===== src/rtl/btn_cmd_gen_pkg.sv =====
// Shared definitions for the stopwatch button front end and the control FSM.
// Holds the status readback encoding and the internal command encoding.
package btn_cmd_gen_pkg;

    localparam logic [1:0] STATUS_IDLE    = 2'b00;
    localparam logic [1:0] STATUS_RUNNING = 2'b01;
    localparam logic [1:0] STATUS_PAUSED  = 2'b10;

    typedef enum logic [1:0] {
        CMD_NONE  = 2'd0,
        CMD_START = 2'd1,
        CMD_STOP  = 2'd2,
        CMD_RESET = 2'd3
    } cmd_e;

    // Anything other than RUNNING, including the unused code 11, counts as not running.
    function automatic logic is_running(input logic [1:0] status);
        return status == STATUS_RUNNING;
    endfunction

endpackage


===== src/rtl/btn_debounce.sv =====
// One button lane: 2-flop synchroniser, stability counter, debounced level and rise flag.
// rise_o is high for the single cycle in which the debounced level has just gone high.
module btn_debounce #(
    parameter int DEBOUNCE_CYCLES = 4,
    parameter int CNT_W           = 16
) (
    input  logic clk,
    input  logic rst_n,
    input  logic raw_i,
    output logic level_o,
    output logic rise_o
);

    localparam logic [CNT_W-1:0] CNT_MAX = CNT_W'(DEBOUNCE_CYCLES - 1);

    logic [1:0]       sync_q;
    logic [CNT_W-1:0] cnt_q, cnt_d;
    logic             db_q, db_d;
    logic             db_dly_q;
    logic             s;

    assign s = sync_q[1];

    // NOTE: every variable assigned in always_comb gets a default first, so no path can infer a latch.
    always_comb begin
        cnt_d = cnt_q;
        db_d  = db_q;
        if (s == db_q) begin
            cnt_d = '0;
        end else if (cnt_q == CNT_MAX) begin
            db_d  = s;
            cnt_d = '0;
        end else begin
            cnt_d = cnt_q + CNT_W'(1);
        end
    end

    // NOTE: sequential state uses non-blocking assignments so all flops update together on the edge.
    always_ff @(posedge clk) begin
        if (!rst_n) begin
            sync_q   <= '0;
            cnt_q    <= '0;
            db_q     <= 1'b0;
            db_dly_q <= 1'b0;
        end else begin
            sync_q   <= {sync_q[0], raw_i};
            cnt_q    <= cnt_d;
            db_q     <= db_d;
            db_dly_q <= db_q;
        end
    end

    assign level_o = db_q;
    assign rise_o  = db_q & ~db_dly_q;

endmodule


===== src/rtl/btn_cmd_gen.sv =====
// Turns three raw push buttons into single-cycle start/stop/reset commands for the stopwatch FSM,
// with reset > stop > start priority and an optional start-button toggle mode.
module btn_cmd_gen
    import btn_cmd_gen_pkg::*;
#(
    parameter int DEBOUNCE_CYCLES = 4,
    parameter int CNT_W           = 16,
    parameter bit TOGGLE_MODE     = 1'b0
) (
    input  logic       clk,
    input  logic       rst_n,
    input  logic       btn_start_raw,
    input  logic       btn_stop_raw,
    input  logic       btn_reset_raw,
    input  logic [1:0] status,
    output logic       start,
    output logic       stop,
    output logic       reset,
    output logic [2:0] btn_level
);

    logic rise_start, rise_stop, rise_reset;
    logic lvl_start, lvl_stop, lvl_reset;
    cmd_e cmd_q, cmd_d;

    btn_debounce #(.DEBOUNCE_CYCLES(DEBOUNCE_CYCLES), .CNT_W(CNT_W)) u_db_start (
        .clk(clk), .rst_n(rst_n), .raw_i(btn_start_raw), .level_o(lvl_start), .rise_o(rise_start)
    );
    btn_debounce #(.DEBOUNCE_CYCLES(DEBOUNCE_CYCLES), .CNT_W(CNT_W)) u_db_stop (
        .clk(clk), .rst_n(rst_n), .raw_i(btn_stop_raw), .level_o(lvl_stop), .rise_o(rise_stop)
    );
    btn_debounce #(.DEBOUNCE_CYCLES(DEBOUNCE_CYCLES), .CNT_W(CNT_W)) u_db_reset (
        .clk(clk), .rst_n(rst_n), .raw_i(btn_reset_raw), .level_o(lvl_reset), .rise_o(rise_reset)
    );

    // Lower-priority rises in the same cycle are dropped, never queued.
    always_comb begin
        cmd_d = CMD_NONE;
        if (rise_reset) begin
            cmd_d = CMD_RESET;
        end else if (rise_stop) begin
            cmd_d = CMD_STOP;
        end else if (rise_start) begin
            if (TOGGLE_MODE && is_running(status)) begin
                cmd_d = CMD_STOP;
            end else begin
                cmd_d = CMD_START;
            end
        end
    end

    always_ff @(posedge clk) begin
        if (!rst_n) begin
            cmd_q <= CMD_NONE;
        end else begin
            cmd_q <= cmd_d;
        end
    end

    // A single encoded register guarantees the three pulses are mutually exclusive.
    assign start     = (cmd_q == CMD_START);
    assign stop      = (cmd_q == CMD_STOP);
    assign reset     = (cmd_q == CMD_RESET);
    assign btn_level = {lvl_reset, lvl_stop, lvl_start};

endmodule


===== config.mk =====
export PLATFORM = sky130hd
export DESIGN_NAME = btn_cmd_gen
export DESIGN_NICKNAME = d
export VERILOG_FILES = /design/src/rtl/btn_cmd_gen_pkg.sv /design/src/rtl/btn_debounce.sv /design/src/rtl/btn_cmd_gen.sv
export SDC_FILE = /design/constraint.sdc
export NUM_CORES = 1
export LEC_CHECK = 0
export BUFFER_PORTS_ARGS = -buffer_cell sky130_fd_sc_hd__buf_4
export CORE_MARGIN = 2
export CORE_UTILIZATION = 60
export DETAILED_ROUTE_END_ITERATION = 10
export PLACE_DENSITY = 0.8
export SYNTH_ARGS = -nofsm -noshare
export SYNTH_HDL_FRONTEND = slang
export SYNTH_SLANG_ARGS = --single-unit

===== constraint.sdc =====
create_clock -name clk -period 2.9 [get_ports clk]
set_input_delay 0 -clock clk [delete_from_list [all_inputs] [get_ports clk]]
set_output_delay 0 -clock clk [all_outputs]
set_load 0.05 [all_outputs]

Yosys cells after proc, flatten, opt, wreduce, memory -nomap -nowiden
Index checks and enable logic that the tools add are counted.
Word-level totals
  register bits: 62
  input bits: 7
  output and inout bits: 6
Cells by class
  add/subtract/negate cells: 3
  eq/ne operators: 9
  multiplexer cells: 3
  bitwise logic cells: 10
  reductions and logical operators: 6
Operators with widths (count)
  adder 16 x 1 -> 16 bit, second input constant: 3
  equality test 16 x 2 -> 1 bit, second input constant: 3
  OR reduction 3 bit: 3
  NOT 1 bit: 7
  AND reduction 2 bit: 3
  equality test 2 bit, second input constant: 2
  2-to-1 mux 2 bit: 2
  AND 1 bit: 3
  equality test 1 bit: 3
  equality test 2 x 1 -> 1 bit, second input constant: 1
  2-to-1 mux 1 bit: 1

Depth between registers and ports, before layout
Gate-level depths: netlist of the first run.
  word-level depth: 5
  mapped depth: 7
  mapped depth without buffers: 5

Modules after synthesis
A second synthesis of the first run with hierarchy kept.
Second synthesis, totals
  cell total of the unflattened synthesis: 290
  area total of the unflattened synthesis: 2733.9 µm²
By module, submodules not included
  btn_debounce: instances 3, cells an instance 93, area each 877.1 µm², seq. area each 400.4 µm²
  btn_cmd_gen: instances 1, cells an instance 11, area each 102.6 µm², seq. area each 40.0 µm²

Least setup slack after synthesis of the first run
No wires, ideal clock.
  path kind: reg2reg
  start: register u_db_start.cnt_q[0]
  end: register u_db_start.cnt_q[10]
  data arrival time: 1.509 ns
  required time: 2.783 ns
  slack: 1.274 ns
  cell stages (with the launch flop): 8
  buffers on the path: 2
  clock period less this slack: 1.626 ns
  cell sequence: dfxtp_1 ha_1 buf_2 nor4b_1 nand4_1 nand3_1 buf_2 nor2_1
On the way
  word-level cells in the longest chain between the ends: 2
  elaborated cells between the ends (all ways): 3
  those cells by class: 1 x add/sub; 1 x eq/ne; 1 x reduce/logical
RTL lines
  start, declared: RTL line btn_debounce.sv:17  | logic [CNT_W-1:0] cnt_q, cnt_d;
  start signal, assigned: RTL line btn_debounce.sv:47  | cnt_q <= cnt_d;
  branches (longest 2 deep; another with adder 16 x 1 -> 16 bit)
Several ways; the timed one is not identified.
A chain may end at the register's enable or synchronous reset.

Final worst setup path of the first run
  start: register u_db_start.cnt_q[0]
  end: register u_db_start.cnt_q[8]
The elaborated chain is that of the path after synthesis.

==> flow_summary.rst, run 1 <==
.. list-table::
   :header-rows: 1

   * - Metric
     - Value
   * - Total number of yosys warnings
     - 0
   * - Status
     - finished clean
   * - Cell area after technology mapping
     - 2580 um2
   * - Final period util
     - 67.2%
   * - Remaining Overflow, GRT
     - 0
   * - Portion of synthesized cell area occupied by the leading cell type
     - roughly 48%
   * - Area added between synthesis and finish
     - 14.1%
   * - Flip-flop cell with the highest count after synthesis
     - dfxtp_1
   * - Cell accounting for the most synthesized area
     - dfxtp_1
   * - Residual antenna-violating net count after detailed routing
     - 0
   * - Setup clock skew after layout
     - 0.00854 ns
   * - Num Clock Sinks
     - 62
   * - Net Count, Synth
     - just under 300
   * - Part of the Yosys area used for sequential elements
     - 48.1%
   * - Core Box Area
     - a little over 4000 um2
   * - Pin count of the biggest net entering global routing
     - 18
   * - Final sum of negative setup slack
     - 0 ns
   * - Number of maximum-capacitance constraint violations
     - 0
   * - Weighted congestion at the end of routability-driven global placement
     - roughly 0.84
   * - Placed cell count
     - 336
   * - Commonest cells in the synthesized netlist
     - dfxtp_1 (62), nor2_1 (50), xnor2_1 (29), nand3_1 (18), nor4_1 (17)
   * - Cell types occupying the most area after synthesis
     - dfxtp_1 (48%), xnor2_1 (9.8%), nor2_1 (7.3%), xor2_1 (4.4%), nor4_1 (4.1%)
   * - Width of the die
     - 69.6 um
   * - Number of nets in the layout
     - 314
   * - Per-cell via count in the routed design
     - 5.34
   * - Unique cell type count in the Yosys netlist
     - 28
   * - Wire length per cell
     - 12.2 um
   * - Setup repair after global routing missed its margin
     - no
   * - Violation count after the first detailed-routing iteration
     - 120
   * - Min-Delay Path Class
     - flop to flop
   * - Largest buffer count on any clock path
     - 2
   * - Most frequent cell after synthesis
     - dfxtp_1
   * - CTS tree
     - built
   * - Setup-violating endpoint count in the final report
     - 0
   * - Number of iterations in the first detailed-routing pass
     - 4
   * - GRT Total Usage
     - 20.7%
   * - CP max FO
     - 16
   * - Maximum level of the CTS H-tree
     - 3
   * - Count of vias placed by the detailed router
     - between 1500 and 2000
   * - Max Fclk
     - between 0.5 and 0.6 GHz
   * - Overall die height
     - 69.6 um
   * - Global-route wire length before repair
     - 7940 um
   * - Minimum clock period after layout
     - 1.95 ns
   * - Critical path launch point type
     - flop
   * - Later-pin clock latency in the skew report
     - 0.33 ns
   * - Initial antenna violation count
     - 0
   * - Mean cell area of the mapped netlist
     - 9.05 um2
   * - Max-slew headroom
     - 60.1%
   * - Type of the worst setup path
     - flop to flop
   * - Fraction of final layout cells with drive strength greater than 1
     - just under 9%
   * - Number of clock buffers inserted by TritonCTS
     - 9
   * - Vias in the first global route
     - 1829
   * - Number of endpoints with negative hold slack in the final report
     - 0
   * - Actual slew at the worst max-slew pin
     - 0.597 ns
   * - Flops & latches, synth
     - 62
   * - Required time at the endpoint of the critical path
     - 3.10 ns
   * - Endpoint kind of the worst setup timing path
     - flop
   * - Total count of max-transition violations in the final report
     - 0
   * - N_diodes
     - 0
   * - Proportion of synthesized flip-flops having asynchronous set or reset
     - 0%
   * - Detailed Route WL
     - 4390 um
   * - Final worst hold slack
     - around 0.44 ns
   * - Number of gates resized after cts
     - 0
   * - Number of standard cells in the layout, taps in and fillers out
     - 359
   * - Data arrival, critical path
     - 2.14 ns
   * - Root buffer selected by CTS
     - clkbuf_8
   * - Number of instances in the synthesized netlist
     - ~290
   * - CTS clk-pin slew, worst paths
     - 0.07 ns
   * - Half-perimeter wire length after detailed placement
     - 2740 um
   * - Number of placement rows
     - 23
   * - Total leakage power
     - 0.954 nW
   * - Remaining routing DRC violations
     - 0
   * - Number of flops mapped to enable cells by yosys
     - 0
   * - Total Die Area
     - 4840 um2
   * - Worst IR drop on VDD
     - approximately 450 uV
   * - Starting density of the core
     - 63.6%
   * - Pwr Density
     - roughly 560 nW/um2
   * - Boundary Pins
     - 13
   * - # port buffers
     - 10
   * - Overall power after layout
     - 1.65 mW
where the power goes:
part / total [mW] / internal [mW] / switching (mW) / leakage [nW]
registers: 0.859 / 0.856 / 0.00286 / 0.501
clock network: 0.765 / 0.424 / 0.341 / 0.0951
logic: 0.0260 / 0.0141 / 0.0119 / 0.358
cell type report:
type / count / area [um2]
flip-flops and latches: 62 / 1240
fillers: 315 / 1110
multi-input cells: 205 / 1250
clock inverters: 6 / 70.1
inverters: 9 / 33.8
well taps: 50 / 62.6
clock buffers: 10 / 138
repair buffers: 17 / 145
sequential cells by signal, summed over array words and instances, names as in the netlist, 2 cells and up:
register / cells
u_db_reset.cnt_q: 16
u_db_start.sync_q: 2
u_db_stop.cnt_q: 16
u_db_reset.sync_q: 2
cmd_q: 2
u_db_start.cnt_q: 16
u_db_stop.sync_q: 2
path summary, 6_finish.rpt:
check | depth (start not counted) | end | slack [ns] | startpoint
hold / removal | 1 | u_db_start.sync_q[1] | 0.44 | u_db_start.sync_q[0]
setup / recovery | 5 | u_db_start.cnt_q[8] | 0.95 | u_db_start.cnt_q[0]
hold reg to reg | 1 | u_db_start.sync_q[1] | 0.44 | u_db_start.sync_q[0]
setup reg to reg | 5 | u_db_start.cnt_q[8] | 0.95 | u_db_start.cnt_q[0]
cells by family (layout without fill, tap and decap cells):
family          Yosys count  count (layout)  share of synthesized area [%]
simple gates            149             149                           29.6
flops                    62              62                           48.1
xor+xnor                 42              42                           14.3
buf+inv                  18              42                           3.30
compound gates            8               8                           2.04
fa+ha+maj                 3               3                           1.46
mux                       3               3                           1.16
metal layers:
layer / up-vias / global-route usage (%) / wire (um)
met4: 0 / 6.54 / 26
met2: 28 / 33.1 / 2080
met1: 877 / 25.5 / 2090
met3: 2 / 8.72 / 192
li1: 1011 / - / -
met5: - / 0 / 0
through the flow:
step                      setup WS [ns]  util [%]  area (um2)
after detailed placement          0.906      65.7        2670
final                             0.951      72.5        2940
after CTS                         0.902      72.5        2940
after global routing              0.694      72.5        2940
after global placement            0.959      65.7        2670
after floorplan                    1.27         -        2580
critical path, stage by stage (launching register included):
cell and delay [ns]:
dfxtp_1 0.39, ha_1 0.33, nor4b_1 0.27, nand4_1 0.21, nand3_1 0.52, nor2_1 0.10
cells in the final DEF (no fill, tap or decap), types with 2 or more instances in the layout:
cell type and count:
buf_4 10, nand2_1 11, nor3_1 10, or4_1 3, nor2b_1 5, a21boi_0 2
a21oi_1 3, nor4b_1 3, o31ai_1 3, inv_1 9, clkbuf_8 10, and3_1 3
nand2b_1 2, clkinvlp_4 3, nand4_1 13, xnor2_1 29, dlygate4sd3_1 7, dfxtp_1 62
nor2_1 50, xor2_1 13, and2_1 10, ha_1 3, nor4_1 17, nand3_1 18
mux2i_1 3
what timing repair did:
item,4_1_cts,5_1_grt
buffers inserted,0,0
hold buffers,7,0
hold endpoints to repair,14,0
Note: power is estimated with default switching activity, not from simulation.
==> run 2: changes to the inputs <==
--- a/config.mk
+++ b/config.mk
@@ -7,9 +7,9 @@
 export LEC_CHECK = 0
 export BUFFER_PORTS_ARGS = -buffer_cell sky130_fd_sc_hd__buf_4
 export CORE_MARGIN = 2
-export CORE_UTILIZATION = 60
+export CORE_UTILIZATION = 54
 export DETAILED_ROUTE_END_ITERATION = 10
-export PLACE_DENSITY = 0.8
+export PLACE_DENSITY = 0.76
 export SYNTH_ARGS = -nofsm -noshare
 export SYNTH_HDL_FRONTEND = slang
 export SYNTH_SLANG_ARGS = --single-unit
==> constraint.sdc (replaced) <==
create_clock -name clk -period 1.72 [get_ports clk]
set_input_delay 0 -clock clk [delete_from_list [all_inputs] [get_ports clk]]
set_output_delay 0 -clock clk [all_outputs]
set_load 0.05 [all_outputs]
==> run 2 against run 1 <==
Die area is 10% higher. Power grew 80%. Worst setup slack got worse by 0.82 ns. Non-clock buffer count increased by 4. Clock-buffer cell count up 3. Clock power rose by 92%. Wire length rose by 2.6%. Global-route usage is 2.0 points lower. Critical path depth down 1. Cell area increased by 3.1%. Final cell count rose by 2.2%. Largest power group is now the clock network.
==> flow_summary.rst, run 2 (synthesis gave the netlist of run 1 again) <==
.. list-table::
   :header-rows: 1

   * - Metric
     - Value
   * - Status
     - finished clean
   * - Routing usage on met2
     - 30.1% (-3.0 points)
   * - GR met1 Demand/Resource
     - 22.9% (-2.6 points)
   * - Slowest cell delay on critical path
     - 0.50 ns (-0.02 ns)
   * - Register share of total power
     - 48.8% (-3.3 points)
   * - Setup-violating endpoint count in the final report
     - 0 (unchanged)
   * - Final period util
     - 92.2% (+25 points)
   * - Int Power
     - 2.41 mW (+86%)
   * - Per-cell via count in the routed design
     - 5.41 (+1.3%)
   * - Post-CTS Setup Repair Bufs
     - 0 (unchanged)
   * - Starting density of the core
     - 55.3% (-8.2 points)
   * - Largest buffer count on any clock path
     - 2 (unchanged)
   * - Placed cell count
     - 344 (+2.4%)
   * - Total count of max-transition violations in the final report
     - 0 (unchanged)
   * - Filler cells
     - 387 (+23%)
   * - Setup repair after global routing missed its margin
     - no
   * - Minimum clock period after layout
     - 1.59 ns (-0.363 ns)
   * - Weighted congestion at the end of routability-driven global placement
     - 0.809 (-3.6%)
   * - Actual slew at the worst max-slew pin
     - 0.399 ns (-0.198 ns)
   * - Endpoint kind of the worst setup timing path
     - flop
   * - Detailed Route WL
     - 4500 um (+2.6%)
   * - Core Box Area
     - 4660 um2 (+15%)
   * - Count of vias placed by the detailed router
     - 1986 (+3.5%)
   * - Fraction of final layout cells with drive strength greater than 1
     - 9.90% (+1.2 points)
   * - Min-Delay Path Class
     - flop to flop
   * - Wire length per cell
     - 12.3 um (+0.36%)
   * - Remaining Overflow, GRT
     - 0 (unchanged)
   * - Root buffer selected by CTS
     - clkbuf_8
   * - Power share of the combinational group
     - 1.7% (about the same)
   * - Final sum of negative setup slack
     - 0 ns (unchanged)
   * - Pin count of the biggest net entering global routing
     - 18 (unchanged)
   * - Chain of cells forming the critical path
     - and4_1, nand3_2, or4_1, a21oi_1
   * - Least setup slack across all paths after layout
     - 0.133 ns (-0.817 ns)
   * - Number of standard cells in the layout, taps in and fillers out
     - 367 (+2.2%)
   * - Most common library cell in the layout ignoring fill and taps
     - dfxtp_1
   * - Vias in the first global route
     - 1829 (unchanged)
   * - Remaining routing DRC violations
     - 0 (unchanged)
   * - Global-route wire length before repair
     - 7790 um (-1.8%)
   * - Worst IR drop on VDD
     - 937 uV (+110%)
   * - Pwr Density
     - 978 nW/um2 (+75%)
   * - Total Die Area
     - 5340 um2 (+10%)
   * - Number of endpoints with negative hold slack in the final report
     - 0 (unchanged)
   * - Width of the die
     - 73.1 um (+5.1%)
   * - Residual antenna-violating net count after detailed routing
     - 0 (unchanged)
   * - CTS clk-pin slew, worst paths
     - 0.07 ns (about the same)
   * - Violation count after the first detailed-routing iteration
     - 93 (-23%)
   * - Clock network fraction of design power
     - 49.5% (+3.2 points)
   * - Boundary Pins
     - 13 (unchanged)
   * - Layer carrying the most global-route usage
     - met2
   * - Leading registers by flop count
     - u_db_reset.cnt_q x16, u_db_start.cnt_q x16, u_db_stop.cnt_q x16
   * - N_diodes
     - 0 (unchanged)
   * - Overall power after layout
     - 2.97 mW (+80%)
   * - GRT Total Usage
     - 18.7% (-2.0 points)
   * - Max-slew headroom
     - 73.3% (+13 points)
   * - # port buffers
     - 10 (unchanged)
   * - Dpl ws
     - 0.155 ns (-0.751 ns)
   * - Overall die height
     - 73.1 um (+5.1%)
   * - Type of the worst setup path
     - flop to flop
   * - Worst Path Buf+Inv
     - 0 (unchanged)
   * - Data arrival, critical path
     - 1.86 ns (-0.28 ns)
   * - CP max FO
     - 7 (-9)
   * - Total leakage power
     - 1.01 nW (+5.8%)
   * - Half-perimeter wire length after detailed placement
     - 2940 um (+7.1%)
   * - Slowest cell on crit path
     - or4_1
   * - Share of the core filled with cells
     - 65.1% (-7.4 points)
   * - Number of maximum-capacitance constraint violations
     - 0 (unchanged)
   * - Leading cell types in the layout, fill and taps excluded
     - dfxtp_1 (62), nor2_1 (50), xnor2_1 (29)
   * - Sw Ratio
     - 19.0% (-2.6 points)
   * - Num Clock Sinks
     - 62 (unchanged)
   * - Area added between synthesis and finish
     - 17.7%
   * - CP delay by family, top
     - simple AND/OR/NAND/NOR gates
   * - Later-pin clock latency in the skew report
     - 0.34 ns (about the same)
   * - Maximum level of the CTS H-tree
     - 3 (unchanged)
   * - Switching power of the nets
     - 564 uW (+59%)
   * - CTS tree
     - built
   * - Number of nets in the layout
     - 318 (+1.3%)
   * - Max Fclk
     - 0.630 GHz (+23%)
   * - Number of clock buffers inserted by TritonCTS
     - 9 (unchanged)
   * - Setup clock skew after layout
     - 0.00714 ns (-0.00141 ns)
   * - Number of iterations in the first detailed-routing pass
     - 6 (+2)
   * - Met3 usage in global routing
     - 4.14% (-4.6 points)
   * - Initial antenna violation count
     - 0 (unchanged)
   * - Number of placement rows
     - 25 (+8.7%)
   * - Critical path launch point type
     - flop
   * - Required time at the endpoint of the critical path
     - 1.99 ns (-1.11 ns)
-- run 2: changes by cell type in the layout (fill, tap and decap cells not counted), moves of 2 or more --
cell / previous run / this run
clkbuf_8: 10 / 12
clkinvlp_4: 3 / 0
buf_4: 10 / 12
buf_12: 0 / 2
-- run 2: area by class of cell --
class	instances	area, um2	area share, %
multi-input cells	205	1260	41.5
flip-flops and latches	62	1240	40.9
repair buffers	21	200	6.60
clock buffers	13	169	5.56
well taps	54	67.6	2.23
clock inverters	3	65.1	2.14
inverters	9	33.8	1.11
-- run 2: worst reg2reg max path, stage by stage (launching register included) --
cell and delay (ns):
dfxtp_1 0.43, and4_1 0.35, nand3_2 0.10, or4_1 0.50
a21oi_1 0.14
-- run 2: worst paths after layout --
path	start	end	slack [ns]	cells past startpoint
setup / recovery	u_db_start.cnt_q[2]	u_db_start.cnt_q[14]	0.13	4
hold / removal	u_db_stop.sync_q[0]	u_db_stop.sync_q[1]	0.43	1
setup reg to reg	u_db_start.cnt_q[2]	u_db_start.cnt_q[14]	0.13	4
hold reg to reg	u_db_stop.sync_q[0]	u_db_stop.sync_q[1]	0.43	1
-- run 2: what timing repair did --
action	in CTS	in global routing
resized for setup	0	1
hold endpoints to repair	12	0
setup endpoints to repair	0	1
hold buffers	7	0
-- run 2: per-layer routing --
| metal | vias up | share of wire, % | wire length (um) |
|---|---|---|---|
| li1 | 1022 | - | - |
| met4 | 0 | 2.6 | 117 |
| met5 | - | 0 | 0 |
| met3 | 12 | 3.6 | 160 |
| met2 | 48 | 46 | 2090 |
| met1 | 904 | 48 | 2140 |
-- run 2: power groups by stage --
stage                     sequential, mW  combinational (mW)  clock (mW)
after floorplan                     1.48              0.0189           0
after global placement              1.48              0.0361           0
after detailed placement            1.48              0.0374           0
after CTS                           1.45              0.0497        1.50
after global routing                1.45              0.0539        1.56
final                               1.45              0.0496        1.47
-- run 2: through the flow --
step	cell area [um2]	hold WS, ns
floorplan	2580	0.127
global placement	2730	0.210
detailed placement	2730	0.211
CTS	3030	0.434
global route	3040	0.451
finish	3040	0.433
==> run 3: changes to the inputs <==
==> constraint.sdc (replaced) <==
create_clock -name clk -period 1.72 [get_ports clk]
set_input_delay 0.344 -clock clk [delete_from_list [all_inputs] [get_ports clk]]
set_output_delay 0.344 -clock clk [all_outputs]
set_load 0.05 [all_outputs]
==> run 3 against run 2 <==
Clock-buffer cell count up 1. Die area stayed put. Sequential share of layout area grew 1.5 points. Clock power down 18%. Sequential power about the same. Largest cell class unchanged.
==> flow_summary.rst, run 3 (synthesis gave the netlist of run 1 again) <==
.. list-table::
   :header-rows: 1

   * - Metric
     - Value
   * - Status
     - finished clean
   * - Core Box Area
     - 4660 um2 (unchanged)
   * - Met1 Routed Length
     - 2230 um (+4.3%)
   * - Leading cell types in the layout, fill and taps excluded
     - dfxtp_1 (62), nor2_1 (50), xnor2_1 (29)
   * - Wire length per cell
     - 12.2 um (-0.45%)
   * - Number of gates resized after cts
     - 0 (unchanged)
   * - CTS clk-pin slew, worst paths
     - 0.06 ns (about the same)
   * - Int Power
     - 2.17 mW (-9.9%)
   * - Remaining Overflow, GRT
     - 0 (unchanged)
   * - N_diodes
     - 0 (unchanged)
   * - Total count of max-transition violations in the final report
     - 0 (unchanged)
   * - Final sum of negative setup slack
     - 0 ns (unchanged)
   * - Total Die Area
     - 5340 um2 (unchanged)
   * - Power share of the combinational group
     - 1.3% (-0.4 points)
   * - Filler cells
     - 391 (+1.0%)
   * - Number of clock buffers inserted by TritonCTS
     - 9 (unchanged)
   * - Number of nets in the layout
     - 312 (-1.9%)
   * - Setup clock skew after layout
     - 0.00552 ns (-0.00162 ns)
   * - Least setup slack across all paths after layout
     - 0.102 ns (-0.0319 ns)
   * - Min-Delay Path Class
     - input pin to flop
   * - Crit path from
     - u_db_start.cnt_q[3]
   * - Vias in the first global route
     - 1778 (-2.8%)
   * - Overall power after layout
     - 2.69 mW (-9.5%)
   * - Dpl ws
     - 0.123 ns (-0.0323 ns)
   * - Most common library cell in the layout ignoring fill and taps
     - dfxtp_1
   * - Maximum level of the CTS H-tree
     - 3 (unchanged)
   * - Pwr Density
     - 919 nW/um2 (-6.1%)
   * - Count of vias placed by the detailed router
     - 1950 (-1.8%)
   * - Global-route wire length before repair
     - 7580 um (-2.7%)
   * - Sw Ratio
     - 19.3% (+0.36 points)
   * - Chain of cells forming the critical path
     - and4_1, nand3_2, or4_1, a21oi_1
   * - Register share of total power
     - 53.9% (+5.1 points)
   * - Placed cell count
     - 345 (+0.29%)
   * - Root buffer selected by CTS
     - clkbuf_8
   * - Instance count on the critical path
     - 4 (unchanged)
   * - Area added between synthesis and finish
     - 13.4%
   * - Number of endpoints with negative hold slack in the final report
     - 0 (unchanged)
   * - Number of iterations in the first detailed-routing pass
     - 4 (-2)
   * - Pin count of the biggest net entering global routing
     - 18 (unchanged)
   * - CP delay by family, top
     - simple AND/OR/NAND/NOR gates
   * - Remaining routing DRC violations
     - 0 (unchanged)
   * - Initial antenna violation count
     - 0 (unchanged)
   * - Later-pin clock latency in the skew report
     - 0.33 ns (about the same)
   * - Num Clock Sinks
     - 62 (unchanged)
   * - Worst Path Buf+Inv
     - 0 (unchanged)
   * - Total area of sequential cells
     - 1240 um2 (unchanged)
   * - Data arrival, critical path
     - 1.88 ns (+0.02 ns)
   * - Final period util
     - 94.1% (+1.9 points)
   * - Required time at the endpoint of the critical path
     - 1.98 ns (about the same)
   * - Setup repair after global routing missed its margin
     - no
   * - Half-perimeter wire length after detailed placement
     - 2870 um (-2.3%)
   * - Number of standard cells in the layout, taps in and fillers out
     - 359 (-2.2%)
   * - Number of buffers inserted for hold repair after clock tree synthesis
     - 0 (-7)
   * - Slowest cell on crit path
     - or4_1
   * - Total met2 wirelength after detailed routing
     - 1950 um (-6.5%)
   * - Type of the worst setup path
     - flop to flop
   * - Switching power of the nets
     - 520 uW (-7.8%)
   * - Setup slack, reg-to-reg
     - 0.10 ns (-0.03 ns)
   * - Max-slew headroom
     - 74.0% (+0.69 points)
   * - Startpoint of the worst register-to-register path
     - u_db_start.cnt_q[3]
   * - Clock network fraction of design power
     - 44.7% (-4.8 points)
   * - Residual antenna-violating net count after detailed routing
     - 0 (unchanged)
   * - Overall die height
     - 73.1 um (unchanged)
   * - Post-CTS Setup Repair Bufs
     - 0 (unchanged)
   * - Cell count of the worst reg-to-reg path
     - 4 (unchanged)
   * - Setup-violating endpoint count in the final report
     - 0 (unchanged)
   * - Width of the die
     - 73.1 um (unchanged)
   * - Combined area of the multi-input logic cells
     - 1250 um2 (-0.50%)
   * - Per-cell via count in the routed design
     - 5.43 (+0.38%)
   * - GRT Total Usage
     - 18.5% (-0.29 points)
   * - Minimum clock period after layout
     - 1.62 ns (+0.0319 ns)
   * - Critical path launch point type
     - flop
   * - Wire length on met3
     - 121 um (-24%)
   * - Starting density of the core
     - 55.3% (unchanged)
   * - Total leakage power
     - 0.962 nW (-4.7%)
   * - CTS tree
     - built
   * - Boundary Pins
     - 13 (unchanged)
   * - CP max FO
     - 6 (-1)
   * - Largest buffer count on any clock path
     - 2 (unchanged)
   * - Endpoint kind of the worst setup timing path
     - flop
   * - Slowest cell delay on critical path
     - 0.51 ns (about the same)
   * - Fraction of final layout cells with drive strength greater than 1
     - 9.84% (-0.068 points)
   * - # port buffers
     - 10 (unchanged)
   * - Violation count after the first detailed-routing iteration
     - 106 (+14%)
   * - Share of the core filled with cells
     - 62.8% (-2.4 points)
   * - Leading registers by flop count
     - u_db_reset.cnt_q x16, u_db_start.cnt_q x16, u_db_stop.cnt_q x16
   * - Max layer used
     - met4
   * - Weighted congestion at the end of routability-driven global placement
     - 0.774 (-4.3%)
   * - FF-to-FF End
     - u_db_start.cnt_q[14]
   * - Max Fclk
     - 0.618 GHz (-2.0%)
   * - Worst IR drop on VDD
     - 712 uV (-24%)
   * - Number of maximum-capacitance constraint violations
     - 0 (unchanged)
   * - Number of placement rows
     - 25 (unchanged)
   * - Detailed Route WL
     - 4390 um (-2.6%)
   * - Actual slew at the worst max-slew pin
     - 0.389 ns (-0.0104 ns)
   * - Last element of the critical path
     - u_db_start.cnt_q[14]
[run 3: cell types whose count changed in the layout (fill, tap and decap cells not counted), sizes merged]
cell / previous run / this run
buf: 14 / 15
clkbuf: 13 / 14
dlygate4sd3: 7 / 0
bufinv: 2 / 0
clkinv: 1 / 0
[run 3: layout make-up]
cell class                 instances  share of cell area (%)
clock buffer                      14                    6.59
inverter                           9                    1.15
multi-input combinational        205                    42.8
sequential                        62                    42.4
tap                               54                    2.31
timing repair buffer              15                    4.70
[run 3: layer usage]
metal,GRT usage (%),up-vias
met5,0,-
met4,9.67,0
met3,5.94,9
met2,27.5,29
met1,23.8,901
li1,-,1011
[run 3: through the flow]
stage | instance area [um2] | hold WS, ns
final | 2930 | 0.223
after global routing | 2930 | 0.216
after CTS | 2930 | 0.209
after detailed placement | 2730 | 0.420
after global placement | 2730 | 0.415
after floorplan | 2580 | 0.412
[run 3: worst min-delay path by stage]
stage	from	depth (start not counted)	end	slack, ns
3_3_place_gp	u_db_reset.sync_q[0]	1	u_db_reset.sync_q[1]	0.41
3_5_place_dp	u_db_stop.sync_q[0]	1	u_db_stop.sync_q[1]	0.42
4_1_cts	btn_start_raw	2	u_db_start.sync_q[0]	0.21
2_1_floorplan	u_db_reset.sync_q[0]	1	u_db_reset.sync_q[1]	0.41
6_report	btn_start_raw	2	u_db_start.sync_q[0]	0.22
5_1_grt	btn_stop_raw	2	u_db_stop.sync_q[0]	0.22
[run 3: worst reg2reg max path: stages (launching register included)]
cell and delay, ns:
dfxtp_1 0.43, and4_1 0.37, nand3_2 0.11, or4_1 0.51, a21oi_1 0.14
[run 3: power by group through the flow]
stage	logic, mW	clock network, mW	registers [mW]
after floorplan	0.0189	0	1.48
after global placement	0.0360	0	1.48
after detailed placement	0.0366	0	1.48
after CTS	0.0365	1.23	1.45
after global routing	0.0400	1.30	1.45
final	0.0358	1.20	1.45
